===== src/rtl/condicionador_botoes_pkg.sv =====
// Shared constants for the push-button conditioner: FSM state codes,
// default sizing and a one-hot helper used when accepting a press.
package condicionador_botoes_pkg;

  localparam int N_BOTOES_PADRAO  = 4;
  localparam int DEBOUNCE_PADRAO  = 50000;

  // Codes shown on the debug display; the display decoder uses the same values.
  localparam logic [1:0] OCIOSO      = 2'd0;
  localparam logic [1:0] FILTRANDO   = 2'd1;
  localparam logic [1:0] PRESSIONADO = 2'd2;
  localparam logic [1:0] LIBERANDO   = 2'd3;

  function automatic logic eh_one_hot(input logic [31:0] v);
    return (v != 32'd0) && ((v & (v - 32'd1)) == 32'd0);
  endfunction

endpackage


===== src/rtl/sincronizador_2ff.sv =====
// Two-stage synchroniser for asynchronous level inputs, synchronous reset.
module sincronizador_2ff #(
  parameter int LARGURA = 4
) (
  input  logic               clock,
  input  logic               reset,
  input  logic [LARGURA-1:0] d,
  output logic [LARGURA-1:0] q
);

  logic [LARGURA-1:0] sync1;

  always_ff @(posedge clock) begin
    if (reset) begin
      sync1 <= '0;
      q     <= '0;
    end else begin
      sync1 <= d;
      q     <= sync1;
    end
  end

endmodule


===== src/rtl/condicionador_botoes.sv =====
// Push-button conditioner: synchronises and debounces the raw buttons and
// emits one pulse plus a held code per accepted single-button press.
//
//   state       | meaning
//   ------------+---------------------------------------------------------
//   OCIOSO      | no button down, waiting for a press
//   FILTRANDO   | candidate code in amostra, counting stable cycles
//   PRESSIONADO | press accepted (or rejected as multiple), waiting release
//   LIBERANDO   | all buttons up, counting stable cycles before idle
module condicionador_botoes
  import condicionador_botoes_pkg::*;
#(
  parameter int N_BOTOES        = N_BOTOES_PADRAO,
  parameter int DEBOUNCE_CYCLES = DEBOUNCE_PADRAO
) (
  input  logic                clock,
  input  logic                reset,
  input  logic [N_BOTOES-1:0] botoes_raw,
  output logic [N_BOTOES-1:0] botoes_out,
  output logic                jogada_pulso,
  output logic                tem_botao,
  output logic                db_multipla,
  output logic [3:0]          db_estado
);

  localparam int CW = (DEBOUNCE_CYCLES > 1) ? $clog2(DEBOUNCE_CYCLES) : 1;
  localparam logic [CW-1:0] CNT_MAX = CW'(DEBOUNCE_CYCLES - 1);

  logic [N_BOTOES-1:0] sync2;
  logic [N_BOTOES-1:0] amostra;
  logic [CW-1:0]       cnt;
  logic [1:0]          estado;
  logic                amostra_unica;

  sincronizador_2ff #(
    .LARGURA (N_BOTOES)
  ) u_sinc (
    .clock (clock),
    .reset (reset),
    .d     (botoes_raw),
    .q     (sync2)
  );

  assign amostra_unica = eh_one_hot(32'(amostra));

  // cnt stops at CNT_MAX, so it never wraps while a level is held.
  always_ff @(posedge clock) begin
    if (reset) begin
      estado       <= OCIOSO;
      amostra      <= '0;
      cnt          <= '0;
      botoes_out   <= '0;
      jogada_pulso <= 1'b0;
      db_multipla  <= 1'b0;
    end else begin
      jogada_pulso <= 1'b0;
      db_multipla  <= 1'b0;
      case (estado)
        OCIOSO: begin
          if (sync2 != '0) begin
            estado  <= FILTRANDO;
            amostra <= sync2;
            cnt     <= '0;
          end
        end
        FILTRANDO: begin
          if (sync2 == '0) begin
            estado <= OCIOSO;
          end else if (sync2 != amostra) begin
            amostra <= sync2;
            cnt     <= '0;
          end else if (cnt != CNT_MAX) begin
            cnt <= cnt + 1'b1;
          end else begin
            estado <= PRESSIONADO;
            if (amostra_unica) begin
              botoes_out   <= amostra;
              jogada_pulso <= 1'b1;
            end else begin
              db_multipla <= 1'b1;
            end
          end
        end
        PRESSIONADO: begin
          if (sync2 == '0) begin
            estado <= LIBERANDO;
            cnt    <= '0;
          end
        end
        LIBERANDO: begin
          if (sync2 != '0) begin
            estado <= PRESSIONADO;
          end else if (cnt != CNT_MAX) begin
            cnt <= cnt + 1'b1;
          end else begin
            estado <= OCIOSO;
          end
        end
        default: estado <= OCIOSO;
      endcase
    end
  end

  // PRESSIONADO and LIBERANDO are exactly the codes with bit 1 set.
  assign tem_botao = estado[1];
  assign db_estado = {2'b00, estado};

endmodule


===== config.mk =====
export PLATFORM = sky130hd
export DESIGN_NAME = condicionador_botoes
export DESIGN_NICKNAME = d
export VERILOG_FILES = /design/src/rtl/condicionador_botoes_pkg.sv /design/src/rtl/sincronizador_2ff.sv /design/src/rtl/condicionador_botoes.sv
export SDC_FILE = /design/constraint.sdc
export NUM_CORES = 1
export LEC_CHECK = 0
export BUFFER_PORTS_ARGS = -buffer_cell sky130_fd_sc_hd__clkbuf_2
export CAP_MARGIN = 20
export CORE_MARGIN = 1.5
export CORE_UTILIZATION = 35
export DETAILED_ROUTE_END_ITERATION = 8
export GPL_TIMING_DRIVEN = 0
export SLEW_MARGIN = 20
export SYNTH_ARGS = -nofsm -noshare
export SYNTH_HDL_FRONTEND = slang
export SYNTH_SLANG_ARGS = --single-unit

===== constraint.sdc =====
create_clock -name clock -period 1.8 [get_ports clock]
set_input_delay 0.54 -clock clock [delete_from_list [all_inputs] [get_ports clock]]
set_output_delay 0.54 -clock clock [all_outputs]
set_load 0.01 [all_outputs]

==> metrics.txt <==
status=finished clean; RSZ-0062 raised after global routing=yes; vias in the first global route=1218; compound-gate portion of the synthesized area=6.90%; crit path launch type=register; DP HPWL=2080 µm; post-synth cell types=39; post-synthesis simple-gate area fraction=29.4%; Total Nets Final=214; design area=approximately 2100 µm²; Switch Pwr=roughly 0.41 mW; final worst path period share=99.3%; crit path kind=reg2reg; Required @ worst endpoint=2020 ps; ANT nets after route=0; sequential share of power=48.1%; mux share of post-synthesis cell area=4.91%; crit path cell chain=xor2_2 -> nor4_4 -> a21oi_2 -> a311o_2 -> buf_6 -> nor2_1; ys flop type=dfxtp_1; synthesized area per cell=9.32 µm²; CP bufs+invs=1; first-pass GRT wire length=5440 µm; Core Box Area=4410 µm²; Critical path origin=u_sinc.q[1]; placed cell area=1780 µm²; Iter 0 DRT Violations=71; # IOs=17; Synth top area share=44.2%; Post-synth EDFFs=0; die width=~71 µm; Post-synth ARST share=0%; CTS tree=built; Routability Congestion=0.752; Non-Filler Instances=260; Root Driver=clkbuf_8; row cnt=24; WL per Instance=12.8 µm; vias=1297; Die ar.=5080 µm²; layout cells sized above 1=32.2%; worst-path fanout max=10; Synth Register Bits=36; CP max stage delay=440 ps; grt ovf=0; Synth area leaders=dfxtp_1, xor2_1, mux2i_1, nor2_1, nor2b_1; Num Clock Sinks=36; critical path's slowest cell=a311o_2; placed insts=242; multi-input logic area=952 µm²; GRT Total Usage=between 10% and 20%; commonest non-fill, non-tap cell in the layout=dfxtp_1; Yosys warnings=0; starting density of the core=between 30% and 40%; Synth Instances=175; Cell Area, Synth=1630 µm²; Worst EP arrival=2010 ps; Worst Hold Launch=u_sinc.sync1[0]; DRC=0; crit end category=register; PortBufs=14; most frequent cells in the layout=dfxtp_1, nor2_1, clkbuf_2; final slew viol count=0; Max-slew headroom=roughly 66%; number of failing hold endpoints at the final stage=0; switch share=23.9%; final critical-path required period=between 1500 and 2000 ps; FF-to-FF Start=u_sinc.q[1]; final setup skew=8.36 ps; maximum number of pins on one net before global-route repair=13; fmax=0.560 GHz; Comb power frac=between 10% and 20%; first drt pass iteration count=4; P_int=1.31 mW; initial antenna violation count=0; hold_buf cts=0; max-cap viol count=0; Vert. Die Dim=approximately 71 µm; power density cells=827 nW/µm²; sequential share of the synthesized area=44.2%; Final setup viols=0; Slew @ Worst Pin=around 500 ps; CP delay by family, top=compound AO/OA/AOI/OAI gates; Area Growth Syn to Fin=27.5%; Total Wirelength=3320 µm; fillers=429; leading area contributor after synthesis=dfxtp_1; Synth Area in XOR/XNOR=between 10 and 15%; LEAKAGE=0.796 nW; synthesized-area fraction occupied by adder cells=0.767%; H-tree depth=2; hold crit path type=reg2reg; CTS Buf Count=5; VDD IR max=316 µV; Clock Latency Late Sink=roughly 290 ps; CTS max path bufs=2; diodes inserted=0; largest family of logic cells by synthesized area=simple AND/OR/NAND/NOR gates; Seq. cell area=741 µm²; vias per cell=roughly 5.0; reg2reg setup slack=10 ps; Clk pwr share=41.3%; CTS clk-pin slew, worst paths=80 ps
## cells by family after synthesis
logic type	after synthesis
and+or+nand+nor	81
DFF	36
xor gates and xnor gates	19
AOI/OAI and AO/OA	18
buffers and inverters	11
muxes	8
adders and majority gates	1
other	1
## Yosys cell counts (4+ instances only)
cell type and instances:
a21oi_1 6, and3_1 4, buf_4 4, clkbuf_1 4, dfxtp_1 36, mux2i_1 8
nand2_1 7, nand2b_1 8, nand3_1 8, nand4_1 6, nor2_1 18, nor2b_1 9
nor3_1 4, nor4b_1 4, o21ai_0 4, xnor2_1 5, xor2_1 14
## area by class of cell
cell class              instances  area share (%)
plain buffers                   9            2.83
clock buffers                   5            3.31
clock inverters                 3            2.04
inverters                       2           0.361
multi-input cells             129            45.8
flip-flops and latches         36            35.6
well taps                      52            3.13
repair buffers                 24            6.98
## state kept, by name, summed over array words and instances, names as in the netlist, named ones only
| name | cells |
|---|---|
| amostra | 4 |
| jogada_pulso | 1 |
| u_sinc.sync1 | 4 |
| botoes_out | 4 |
| u_sinc.q | 4 |
| db_multipla | 1 |
| cnt | 16 |
| estado | 1 |
## metrics by stage
step | power [mW] | TNS, ps | worst slack [ps] | utilization, % | hold slack [ps]
final | 1.72 | 0 | 13.1 | 47.1 | 438
after CTS | 1.70 | 0 | 7.22 | 44.7 | 442
after global placement | 0.969 | -3380 | -228 | 40.4 | 418
after global routing | 1.78 | -884 | -90.4 | 47.1 | 447
after detailed placement | 0.970 | -3690 | -244 | 40.4 | 423
after floorplan | 0.938 | 0 | 6.37 | - | 414
## final timing paths
path / to / depth (start not counted)
worst min register to register: u_sinc.q[0] / 1
worst max register to register: cnt[0] / 6
worst min-delay path: u_sinc.q[0] / 1
worst max-delay path: cnt[0] / 6
## routing by layer
| metal | track usage (%) | wire length, µm | vias up |
|---|---|---|---|
| met3 | 3.80 | 104 | 6 |
| met2 | 21.8 | 1520 | 19 |
| met5 | 0 | 0 | - |
| met1 | 16.8 | 1620 | 599 |
| met4 | 6.71 | 68 | 0 |
| li1 | - | - | 673 |
## power by group through the flow
stage	registers [mW]	clock network (mW)	logic (mW)
after floorplan	0.844	0	0.0938
after CTS	0.829	0.728	0.148
after global routing	0.831	0.758	0.196
after detailed placement	0.847	0	0.123
after global placement	0.847	0	0.123
final	0.829	0.711	0.181
## timing repair
action                                  in CTS  in global routing
setup buffers                                5                  5
cloned                                       0                  0
endpoints found under the setup margin      20                 18
pin swaps                                    4                  9
gates resized for setup                     15                 23
Power figures use the tool's default switching activity.
